[config.mk]
export PLATFORM = sky130hd
export DESIGN_NAME = hid_report_tx_queue
export DESIGN_NICKNAME = d
export VERILOG_FILES = /design/src/rtl/hid_report_tx_queue.sv
export SDC_FILE = /design/constraint.sdc
export NUM_CORES = 1
export LEC_CHECK = 0
export BUFFER_PORTS_ARGS = -buffer_cell sky130_fd_sc_hd__buf_4
export CAP_MARGIN = 20
export CELL_PAD_IN_SITES_DETAIL_PLACEMENT = 0
export CELL_PAD_IN_SITES_GLOBAL_PLACEMENT = 2
export CORE_ASPECT_RATIO = 1.5
export CORE_MARGIN = 10
export CORE_UTILIZATION = 44
export DETAILED_ROUTE_END_ITERATION = 16
export GPL_TIMING_DRIVEN = 0
export PLACE_DENSITY_LB_ADDON = 0.15
export SETUP_SLACK_MARGIN = 0.05
export SYNTH_ARGS = -nofsm -noshare
export SYNTH_HDL_FRONTEND = slang
export SYNTH_SLANG_ARGS = --single-unit
[constraint.sdc]
create_clock -name clk -period 5.3 [get_ports clk]
set_input_delay 0.265 -clock clk [delete_from_list [all_inputs] [get_ports clk]]
set_output_delay 0.265 -clock clk [all_outputs]
set_load 0.005 [all_outputs]
[src/rtl/hid_report_tx_queue.sv]
// HID report transmit queue: captures 8-byte reports into a small FIFO and streams them
// byte-by-byte on a valid/ready interface. Define HID_CRC_CHECK_EN to reject reports whose byte6 CRC8 is wrong.
module hid_report_tx_queue #(
  parameter int DEPTH = 4,
  parameter int CNT_W = 16
) (
  input  logic                     clk,
  input  logic                     rst,
  input  logic                     in_valid,
  input  logic [63:0]              in_report,
  output logic [7:0]               out_data,
  output logic                     out_valid,
  input  logic                     out_ready,
  output logic                     out_last,
  output logic [$clog2(DEPTH):0]   fifo_level,
  output logic [CNT_W-1:0]         drop_count,
  output logic [CNT_W-1:0]         crc_err_count
);

  localparam int AW = $clog2(DEPTH);
  localparam int LW = AW + 1;

  localparam logic [0:0] S_IDLE = 1'b0;
  localparam logic [0:0] S_SEND = 1'b1;

  logic [63:0]      mem_q [DEPTH];
  logic [AW-1:0]    wr_ptr_q, wr_ptr_d;
  logic [AW-1:0]    rd_ptr_q, rd_ptr_d;
  logic [LW-1:0]    count_q, count_d;
  logic [0:0]       state_q, state_d;
  logic [63:0]      sh_q, sh_d;
  logic [2:0]       idx_q, idx_d;
  logic [CNT_W-1:0] drop_q, drop_d;

  logic             send, hs, last_hs, empty, pop, push, crc_ok, space;
  logic [LW-1:0]    occ_after;

`ifdef HID_CRC_CHECK_EN
  logic [CNT_W-1:0] crc_err_q, crc_err_d;

  // CRC8, poly 0x07, init 0, MSB-first over bytes 0..5 with byte0 first.
  function automatic logic [7:0] crc8(input logic [47:0] d);
    logic [7:0] c;
    c = 8'h00;
    for (int b = 0; b < 6; b++) begin
      c = c ^ d[8*b +: 8];
      for (int k = 0; k < 8; k++)
        c = c[7] ? ({c[6:0], 1'b0} ^ 8'h07) : {c[6:0], 1'b0};
    end
    return c;
  endfunction

  assign crc_ok = (crc8(in_report[47:0]) == in_report[55:48]);
`else
  assign crc_ok = 1'b1;
`endif

  always_comb begin
    send      = (state_q == S_SEND);
    hs        = send & out_ready;
    last_hs   = hs & (idx_q == 3'd7);
    empty     = (count_q == '0);
    pop       = !empty & (!send | last_hs);
    // Full is judged after this cycle's pop so a push racing a load is kept.
    occ_after = count_q - LW'(pop);
    space     = (occ_after < LW'(DEPTH));
    push      = in_valid & crc_ok & space;

    wr_ptr_d  = push ? wr_ptr_q + AW'(1) : wr_ptr_q;
    rd_ptr_d  = pop  ? rd_ptr_q + AW'(1) : rd_ptr_q;
    count_d   = occ_after + LW'(push);

    drop_d    = drop_q;
    if (in_valid && crc_ok && !space && drop_q != '1)
      drop_d = drop_q + CNT_W'(1);

`ifdef HID_CRC_CHECK_EN
    crc_err_d = crc_err_q;
    if (in_valid && !crc_ok && crc_err_q != '1)
      crc_err_d = crc_err_q + CNT_W'(1);
`endif

    state_d = state_q;
    sh_d    = sh_q;
    idx_d   = idx_q;
    if (pop) begin
      sh_d    = mem_q[rd_ptr_q];
      idx_d   = 3'd0;
      state_d = S_SEND;
    end else if (last_hs) begin
      sh_d    = {8'h00, sh_q[63:8]};
      idx_d   = 3'd0;
      state_d = S_IDLE;
    end else if (hs) begin
      sh_d    = {8'h00, sh_q[63:8]};
      idx_d   = idx_q + 3'd1;
    end
  end

  always_ff @(posedge clk) begin
    if (push) mem_q[wr_ptr_q] <= in_report;
  end

  always_ff @(posedge clk) begin
    if (rst) begin
      wr_ptr_q <= '0;
      rd_ptr_q <= '0;
      count_q  <= '0;
      state_q  <= S_IDLE;
      sh_q     <= '0;
      idx_q    <= '0;
      drop_q   <= '0;
    end else begin
      wr_ptr_q <= wr_ptr_d;
      rd_ptr_q <= rd_ptr_d;
      count_q  <= count_d;
      state_q  <= state_d;
      sh_q     <= sh_d;
      idx_q    <= idx_d;
      drop_q   <= drop_d;
    end
  end

`ifdef HID_CRC_CHECK_EN
  always_ff @(posedge clk) begin
    if (rst) crc_err_q <= '0;
    else     crc_err_q <= crc_err_d;
  end
  assign crc_err_count = crc_err_q;
`else
  assign crc_err_count = '0;
`endif

  // The shift register drains to zero, so out_data reads 0 whenever idle.
  assign out_data   = sh_q[7:0];
  assign out_valid  = send;
  assign out_last   = send & (idx_q == 3'd7);
  assign fifo_level = count_q;
  assign drop_count = drop_q;

endmodule

==> results.sh, run 1 <==
export IMPL_syn_avg_cell_area_sq_um=16.0
export IMPL_worst_pin_slew_ps=809
export IMPL_cts_buffers=35
export IMPL_final_min_clock_period_ps=3940
export IMPL_rows=79
export IMPL_hold_class="input port to flip-flop"
export IMPL_grt_start_max_net_pins=42
export IMPL_p_leak_nw=5.82
export IMPL_synth_cells=868
export IMPL_fin_setup_tns_ps=0
export IMPL_synthArstFlopShare=0
export IMPL_io_pins=113
export IMPL_drv_cap=0
export IMPL_drt_vias_per_instance=5.15
export IMPL_overflow=0
export IMPL_ys_flop_type="edfxtp_1"
export IMPL_whs_path_depth=3
export IMPL_cts_max_level=2
export IMPL_rrSetupSlack_ps=1360
export IMPL_placed_area_sq_um=15300
export IMPL_seqCellArea_sq_um=9550
export IMPL_wire_per_inst_um=19.8
export IMPL_grt_pass1_vias=8371
export IMPL_final_cell_area_sq_um=17100
export IMPL_fin_ws_ps=1360
export IMPL_fp_dieW_um=165
export IMPL_finalHoldViolations=0
export IMPL_setup_worst_path_start="idx_q[0]"
export IMPL_dp_slack_ps=1300
export IMPL_clkTransAtPathRegs_ps=60
export IMPL_n_fill_cell=2558
export IMPL_drc=0
export IMPL_synth_xor_area_share=0.00432
export IMPL_worst_ep_required_time_ps=5490
export IMPL_vias=7801
export IMPL_die_h_um=238
export IMPL_first_iter_violations=358
export IMPL_port_buffers=96
export IMPL_critical_path_startpoint_type="flip-flop"
export IMPL_r2r_cells=12
export IMPL_post_cts_setup_buffers=0
export IMPL_drive_gt1_frac=0.302
export IMPL_multi_input_area_sq_um=3920
export IMPL_clkLatencyLatePin_ps=520
export IMPL_holdWs_ps=82.6
export IMPL_min_from="out_ready"
export IMPL_die_area_sq_um=39200
export IMPL_synth_seq_area_share=0.687
export IMPL_synth_mux_area_frac=0.109
export IMPL_cts_sinks=349
export IMPL_final_nets=1163
export IMPL_routed_wl_mm=30.0
export IMPL_dp_hpwl_mm=19.8
export IMPL_synth_area_sq_um=13900
export IMPL_reg2reg_from="idx_q[0]"
export IMPL_grt_setup_unrepaired="no"
export IMPL_end_kind="flip-flop"
export IMPL_synth_edff_count=256
export IMPL_fin_crit_sh=0.743
export IMPL_coreArea_sq_um=31100
export IMPL_fmax_mhz=254
export IMPL_crit_arrival_ps=4130
export IMPL_synth_seq_cells=349
export IMPL_cts_tree="done"
export IMPL_area_growth_pct=22.8
export IMPL_ir_drop_v=0.000389
export IMPL_status="complete, no violations"
export IMPL_synth_top_family_by_area="multiplexers"
export IMPL_antenna_found_initial=1
export IMPL_finClkSkew_ps=10.5
export IMPL_post_route_util=0.548
export IMPL_detail_route_antenna_nets=0
export IMPL_cts_root_buf="clkbuf_16"
export IMPL_dr_pass1_iters=4
export IMPL_synth_fa_ha_area_frac=0.00991
export IMPL_critPathKind="flip-flop to flip-flop"
export IMPL_grt_usage=0.155
export IMPL_slew_viol_final=0
export IMPL_worstPathMaxFanout=34
export IMPL_clk_path_buf_depth=3
export IMPL_powerDensity_nw_per_um2=515
export IMPL_yosys_warnings=0
export IMPL_finalSetupViolations=0
export IMPL_yosysUniqueCellTypes=46
export IMPL_grt_pass1_wl_mm=47.7
export IMPL_synthSimpleGateAreaFrac=0.0784
export IMPL_initial_core_util=0.446
export IMPL_max_slew_margin_rel=0.461
export IMPL_synth_compound_area_frac=0.0749
export IMPL_place_congestion=0.744
[cells by family (layout without fill, tap and decap cells)]
| kind of cell | after synthesis | in the layout |
|---|---|---|
| compound gates | 95 | 95 |
| xor+xnor | 6 | 6 |
| fa+ha+maj | 11 | 11 |
| buf+inv | 86 | 312 |
| flops | 349 | 349 |
| mux | 70 | 70 |
| other cells | 1 | 17 |
| simple gates | 250 | 250 |
[worst paths after layout]
check | to
worst max register to register | mem_q[2][31]
worst min-delay path | idx_q[2]
worst min register to register | idx_q[1]
worst max-delay path | mem_q[2][31]
[cell type report]
| class | instances | area share |
|---|---|---|
| Multi-Input combinational cell | 448 | 0.229 |
| Clock buffer | 41 | 0.0552 |
| Timing Repair Buffer | 164 | 0.0858 |
| Buffer | 76 | 0.0267 |
| Antenna cell | 1 | 0.000147 |
| Clock inverter | 21 | 0.0111 |
| Tap cell | 405 | 0.0297 |
| Sequential cell | 349 | 0.560 |
| Inverter | 10 | 0.00220 |
[flip-flops by register name, summed over array words and instances (netlist names), named ones only]
signal / count
idx_q: 3
sh_q: 64
fifo_level: 3
rd_ptr_q: 2
wr_ptr_q: 2
out_valid: 1
drop_count: 16
mem_q: 256
[synth_stat cells (9+ instances only)]
cell,instances,area share
buf_2,22,0.0079
nor2_1,75,0.020
a21oi_1,14,0.0050
mux4_2,64,0.10
buf_4,24,0.013
ha_1,11,0.0099
inv_1,9,0.0024
clkbuf_1,21,0.0057
dfxtp_1,93,0.13
a311oi_2,48,0.052
nand2_1,122,0.033
edfxtp_1,256,0.55
[through the flow]
step	total power, mW	instances
global route	9.29	1515
detailed placement	6.45	1388
finish	8.79	1515
CTS	8.94	1514
global placement	6.41	1384
floorplan	5.61	883
[report_power, final]
group	internal, mW	switching [mW]	total, mW
registers	3.57	0.214	3.79
clock network	1.42	1.00	2.42
logic	1.12	1.46	2.58
total	6.11	2.67	8.79
[metal layers]
layer  vias to the layer above  part of all wire  global-route usage
met3                        34             0.039              0.0284
met5                         -                 0                   0
met2                       124              0.53               0.273
met4                         0             0.016              0.0396
li1                       3741                 -                   -
met1                      3902              0.41               0.189
[critical path, stage by stage, from the launching register on]
cell	delay [ps]
dfxtp_1	320
ha_1	200
ha_1	190
a21bo_2	260
nand2_2	150
buf_2	270
inv_2	160
ha_1	210
ha_1	200
xor2_2	220
nor2_1	520
and2_4	570
buf_12	300
[placed cells by master, fill, tap and decap left out, types with 9 or more instances in the layout]
| cell | count |
|---|---|
| inv_1 | 9 |
| conb_1 | 16 |
| edfxtp_1 | 256 |
| ha_1 | 11 |
| buf_2 | 22 |
| clkinv_2 | 10 |
| nand2_1 | 122 |
| a311oi_2 | 48 |
| buf_4 | 120 |
| clkbuf_1 | 25 |
| nor2_1 | 75 |
| dfxtp_1 | 93 |
| dlygate4sd3_1 | 64 |
| mux4_2 | 64 |
| clkbuf_16 | 37 |
| a21oi_1 | 14 |
[repair_timing]
| action | in CTS | in global routing |
|---|---|---|
| endpoints found under the hold margin | 256 | 0 |
| hold buffers | 64 | 0 |
| setup endpoints to repair | 0 | 0 |
| gates resized for setup | 0 | 0 |
(Power assumes the default switching activity.)
==> inputs of run 2 (changes only) <==
--- a/config.mk
+++ b/config.mk
@@ -5,13 +5,14 @@
 export SDC_FILE = /design/constraint.sdc
 export NUM_CORES = 1
 export LEC_CHECK = 0
+export ABC_AREA = 1
 export BUFFER_PORTS_ARGS = -buffer_cell sky130_fd_sc_hd__buf_4
 export CAP_MARGIN = 20
 export CELL_PAD_IN_SITES_DETAIL_PLACEMENT = 0
 export CELL_PAD_IN_SITES_GLOBAL_PLACEMENT = 2
 export CORE_ASPECT_RATIO = 1.5
 export CORE_MARGIN = 10
-export CORE_UTILIZATION = 44
+export CORE_UTILIZATION = 38
 export DETAILED_ROUTE_END_ITERATION = 16
 export GPL_TIMING_DRIVEN = 0
 export PLACE_DENSITY_LB_ADDON = 0.15
==> constraint.sdc (replaced) <==
create_clock -name clk -period 3.7 [get_ports clk]
set_input_delay 0.185 -clock clk [delete_from_list [all_inputs] [get_ports clk]]
set_output_delay 0.185 -clock clk [all_outputs]
set_load 0.005 [all_outputs]
==> results.sh, run 2 <==
export IMPL_status="complete, no violations"
export IMPL_rrSetupSlack_ps=290
export IMPL_synthArstFlopShare=0
export IMPL_n_fill_cell=3635
export IMPL_n_antenna_cell=0
export IMPL_top_register="mem_q"
export IMPL_synth_area_leaders="edfxtp_1, dfxtp_1, nand2_1"
export IMPL_area_growth_pct=24.8
export IMPL_place_congestion=0.766
export IMPL_fin_crit_sh=0.921
export IMPL_grt_pass1_vias=10600
export IMPL_die_h_um=261
export IMPL_cts_buffers=37
export IMPL_worst_ep_required_time_ps=3910
export IMPL_placed_area_sq_um=16300
export IMPL_fmax_mhz=293
export IMPL_seqCellArea_sq_um=9550
export IMPL_cts_sinks=349
export IMPL_clk_path_buf_depth=3
export IMPL_port_buffers=95
export IMPL_routed_wl_mm=39.1
export IMPL_yosys_warnings=0
export IMPL_hold_class="input port to flip-flop"
export IMPL_vias=10700
export IMPL_final_min_clock_period_ps=3410
export IMPL_clkTransAtPathRegs_ps=60
export IMPL_detail_route_antenna_nets=0
export IMPL_crit_arrival_ps=3620
export IMPL_rows=88
export IMPL_critPathKind="flip-flop to flip-flop"
export IMPL_max_slew_margin_rel=0.412
export IMPL_antenna_found_initial=1
export IMPL_drt_vias_per_instance=4.68
export IMPL_cpMostUsedCell="ha_1"
export IMPL_powerDensity_nw_per_um2=763
export IMPL_cts_max_level=2
export IMPL_final_cell_area_sq_um=18400
export IMPL_wire_per_inst_um=17.2
export IMPL_crit_buf_inv=4
export IMPL_grt_setup_unrepaired="no"
export IMPL_grt_start_max_net_pins=27
export IMPL_synth_seq_cells=349
export IMPL_multi_input_area_sq_um=4150
export IMPL_synth_cells=1522
export IMPL_ys_top_cells_by_count="nand2_1, nor2_1, edfxtp_1, o21ai_1, inv_1"
export IMPL_yosys_area_top_type="edfxtp_1"
export IMPL_first_iter_violations=519
export IMPL_clkLatencyLatePin_ps=530
export IMPL_crit_chain="ha_1 > ha_1 > a21oi_2 > nor2_4 > buf_6 > buf_4 > ha_1 > ha_1 > inv_1 > nand2_1 > nand2_1 > nand2_4 > nor2_4 > buf_12"
export IMPL_worstPathMaxFanout=23
export IMPL_largest_register_ffs=256
export IMPL_fp_dieW_um=181
export IMPL_initial_core_util=0.384
export IMPL_grt_pass1_wl_mm=60.1
export IMPL_final_cells=2279
export IMPL_ir_drop_v=0.000442
export IMPL_grt_usage=0.160
export IMPL_dr_pass1_iters=6
export IMPL_coreArea_sq_um=38400
export IMPL_syn_avg_cell_area_sq_um=9.69
export IMPL_p_leak_nw=7.70
export IMPL_dp_slack_ps=-269
export IMPL_slew_viol_final=0
export IMPL_overflow=0
export IMPL_io_pins=113
export IMPL_cts_root_buf="clkbuf_16"
export IMPL_cp_slowest_stage_delay_ps=520
export IMPL_finClkSkew_ps=15.0
export IMPL_dp_hpwl_mm=25.6
export IMPL_yosysMostFrequentCell="nand2_1"
export IMPL_fin_ws_ps=293
export IMPL_post_route_util=0.479
export IMPL_drv_cap=0
export IMPL_synth_area_sq_um=14700
export IMPL_finalHoldViolations=0
export IMPL_cts_tree="done"
export IMPL_critPathSlowestCell="nor2_4"
export IMPL_finalSetupViolations=0
export IMPL_final_nets=1836
export IMPL_synth_top_cell_area_share=0.521
export IMPL_end_kind="flip-flop"
export IMPL_ys_flop_type="edfxtp_1"
export IMPL_final_cell_mix="nand2_1, nor2_1, edfxtp_1"
export IMPL_synth_seq_area_share=0.648
export IMPL_yosysUniqueCellTypes=30
export IMPL_die_area_sq_um=47200
export IMPL_synth_edff_count=256
export IMPL_worst_pin_slew_ps=882
export IMPL_crit_family="simple AND/OR/NAND/NOR gates"
export IMPL_drc=0
export IMPL_critical_path_startpoint_type="flip-flop"
export IMPL_final_common_cell="nand2_1"
export IMPL_place_inst=2135
export IMPL_drive_gt1_frac=0.163
==> run 2: cell count changes in the layout (fill, tap and decap cells not counted), moves of 10 or more <==
cell / change
a21oi_1: +10
nand3_1: +64
o21ai_1: +119
nor2_1: +206
buf_4: +11
inv_2: +36
o21ai_0: +66
nand2_1: +181
inv_1: +108
a311oi_2: -48
mux4_2: -64
==> run 2: kinds of logic after synthesis <==
logic type	synth area share
compound gates	0.0781
buf+inv	0.0787
other cells	0.000254
xor+xnor	0.00356
simple gates	0.182
flops	0.648
fa+ha+maj	0.00933
==> run 2: worst paths after layout <==
path,cells after the start,start,end
max,14,idx_q[0],mem_q[3][17]
min,6,in_valid,drop_count[13]
max reg2reg,14,idx_q[0],mem_q[3][17]
min reg2reg,2,idx_q[1],idx_q[1]
==> run 2: where the power goes <==
group	internal, mW	switching (mW)	total [mW]	leakage, nW
Combinational	1.69	3.11	4.79	3.97
Clock	2.36	1.53	3.89	0.626
Sequential	5.06	0.304	5.36	3.10
==> run 2: cell type report <==
cell class	count	share of cell area
Clock inverter	21	0.0143
Sequential cell	349	0.519
Clock buffer	45	0.0548
Timing Repair Buffer	178	0.0895
Buffer	99	0.0318
Multi-Input combinational cell	938	0.225
Inverter	154	0.0314
Tap cell	495	0.0337
==> run 2: per-stage QoR <==
stage | TNS, ps | total power, mW | hold WS (ps)
after CTS | 0 | 14.2 | 102
after global routing | 0 | 15.0 | 156
after detailed placement | -30190 | 10.1 | 387
final | 0 | 14.0 | 129
after global placement | -608380 | 10.1 | 383
after floorplan | -118610 | 8.48 | 284
==> run 2: routing by layer <==
layer,part of all wire,GRT usage,up-vias
met1,0.43,0.190,5011
met2,0.51,0.294,187
met4,0.020,0.0441,2
li1,-,-,5414
met5,0.00018,0,-
met3,0.038,0.0243,52
==> run 2: worst min-delay path, delay by kind of cell <==
family,cells,cell delay (ps)
AND/OR/NAND/NOR,5,310
buffers and inverters,1,140
==> run 2: repair_timing <==
action / 4_1_cts / 5_1_grt
pin swaps: 2 / 2
endpoints found under the hold margin: 265 / 0
endpoints found under the setup margin: 243 / 91
hold buffers: 66 / 0
gates cloned: 1 / 2
gates resized for setup: 3 / 0
setup buffers: 8 / 1
==> inputs of run 3 (changes only) <==
--- a/config.mk
+++ b/config.mk
@@ -5,16 +5,14 @@
 export SDC_FILE = /design/constraint.sdc
 export NUM_CORES = 1
 export LEC_CHECK = 0
-export ABC_AREA = 1
 export BUFFER_PORTS_ARGS = -buffer_cell sky130_fd_sc_hd__buf_4
 export CAP_MARGIN = 20
 export CELL_PAD_IN_SITES_DETAIL_PLACEMENT = 0
 export CELL_PAD_IN_SITES_GLOBAL_PLACEMENT = 2
 export CORE_ASPECT_RATIO = 1.5
 export CORE_MARGIN = 10
-export CORE_UTILIZATION = 38
+export CORE_UTILIZATION = 44
 export DETAILED_ROUTE_END_ITERATION = 16
-export GPL_TIMING_DRIVEN = 0
 export PLACE_DENSITY_LB_ADDON = 0.15
 export SETUP_SLACK_MARGIN = 0.05
 export SYNTH_ARGS = -nofsm -noshare
==> results.sh, run 3 (synthesis results as in run 1) <==
export IMPL_status="complete, no violations"
export IMPL_port_buffers=96
export IMPL_drv_cap=0
export IMPL_final_cell_mix="edfxtp_1, nand2_1, buf_4"
export IMPL_area_growth_pct=21.2
export IMPL_powerDensity_nw_per_um2=746
export IMPL_die_h_um=238
export IMPL_grt_start_max_net_pins=82
export IMPL_routed_wl_mm=29.9
export IMPL_die_area_sq_um=39200
export IMPL_grt_pass1_wl_mm=47.6
export IMPL_grt_pass1_vias=8425
export IMPL_clkLatencyLatePin_ps=520
export IMPL_fin_setup_tns_ps=0
export IMPL_post_route_util=0.541
export IMPL_initial_core_util=0.446
export IMPL_cts_tree="done"
export IMPL_end_kind="flip-flop"
export IMPL_ir_drop_v=0.000654
export IMPL_final_cells=1457
export IMPL_max_slew_margin_rel=0.408
export IMPL_dr_pass1_iters=4
export IMPL_slew_viol_final=0
export IMPL_finClkSkew_ps=13.1
export IMPL_overflow=0
export IMPL_p_leak_nw=5.65
export IMPL_fmax_mhz=328
export IMPL_drive_gt1_frac=0.286
export IMPL_fin_crit_sh=0.824
export IMPL_final_common_cell="edfxtp_1"
export IMPL_top_register="mem_q"
export IMPL_clk_path_buf_depth=3
export IMPL_grt_setup_unrepaired="no"
export IMPL_final_min_clock_period_ps=3050
export IMPL_worst_pin_slew_ps=889
export IMPL_placed_area_sq_um=15000
export IMPL_finalSetupViolations=0
export IMPL_final_cell_area_sq_um=16800
export IMPL_cts_max_level=2
export IMPL_cts_buffers=35
export IMPL_cts_root_buf="clkbuf_16"
export IMPL_place_congestion=0.752
export IMPL_crit_arrival_ps=3200
export IMPL_finalHoldViolations=0
export IMPL_worstPathMaxFanout=35
export IMPL_dp_hpwl_mm=18.4
export IMPL_io_pins=113
export IMPL_wire_per_inst_um=20.5
export IMPL_critical_path_startpoint_type="flip-flop"
export IMPL_final_nets=1104
export IMPL_grt_usage=0.154
export IMPL_ctsResizeCount=0
export IMPL_vias=7769
export IMPL_coreArea_sq_um=31100
export IMPL_worst_ep_required_time_ps=3850
export IMPL_cts_sinks=349
export IMPL_drc=0
export IMPL_rows=79
export IMPL_hold_class="input port to flip-flop"
export IMPL_drt_vias_per_instance=5.33
export IMPL_place_inst=1327
export IMPL_critPathKind="flip-flop to flip-flop"
export IMPL_post_cts_setup_buffers=0
export IMPL_antenna_found_initial=2
export IMPL_clkTransAtPathRegs_ps=60
export IMPL_detail_route_antenna_nets=0
export IMPL_largest_register_ffs=256
export IMPL_fp_dieW_um=165
export IMPL_first_iter_violations=489
-- run 3: report_power, final --
part	internal, mW	total (mW)	switching [mW]	leakage, nW
Clock	2.23	3.68	1.45	0.589
Combinational	1.45	3.33	1.88	1.96
Sequential	5.12	5.55	0.436	3.10
Total	8.80	12.6	3.77	5.65
-- run 3: stage by stage --
stage	setup WS [ps]	hold slack, ps	power [mW]
2_1_floorplan	272	284	8.02
6_report	650	76.0	12.6
3_5_place_dp	647	389	9.01
4_1_cts	604	58.8	12.8
5_1_grt	445	107	13.3
3_3_place_gp	703	383	8.91
-- run 3: per-layer routing --
metal / vias to the layer above / part of all wire / GRT usage
li1: 3622 / - / -
met1: 3956 / 0.39 / 0.185
met2: 153 / 0.54 / 0.274
met3: 36 / 0.050 / 0.0298
met4: 2 / 0.021 / 0.0447
met5: - / 0.00023 / 0
-- run 3: worst max-delay path, cell delays in order, from the launching register on --
cell	delay, ps
dfxtp_1	320
ha_1	200
ha_1	180
a21bo_2	250
nand2_4	80
inv_2	100
ha_1	210
ha_1	210
xor2_2	160
nor2_1	240
and2_2	220
buf_4	480
-- run 3: worst paths after layout --
check / start / end / slack (ps) / depth (start not counted)
max: idx_q[0] / mem_q[2][15] / 650 / 11
min: in_valid / drop_count[8] / 80 / 4
max reg2reg: idx_q[0] / mem_q[2][15] / 650 / 11
min reg2reg: idx_q[2] / idx_q[2] / 480 / 2
-- run 3: cell type report --
type | count | area, sq um
fillers | 2536 | 14300
clock inverters | 14 | 188
inverters | 10 | 37.5
well taps | 405 | 507
multi-input cells | 448 | 3920
clock buffers | 49 | 1020
repair buffers | 181 | 1620
flip-flops and latches | 349 | 9550
diodes | 1 | 2.50
-- run 3: timing repair --
item,4_1_cts,5_1_grt
endpoints found under the hold margin,258,0
setup endpoints to repair,0,0
hold buffers,65,0
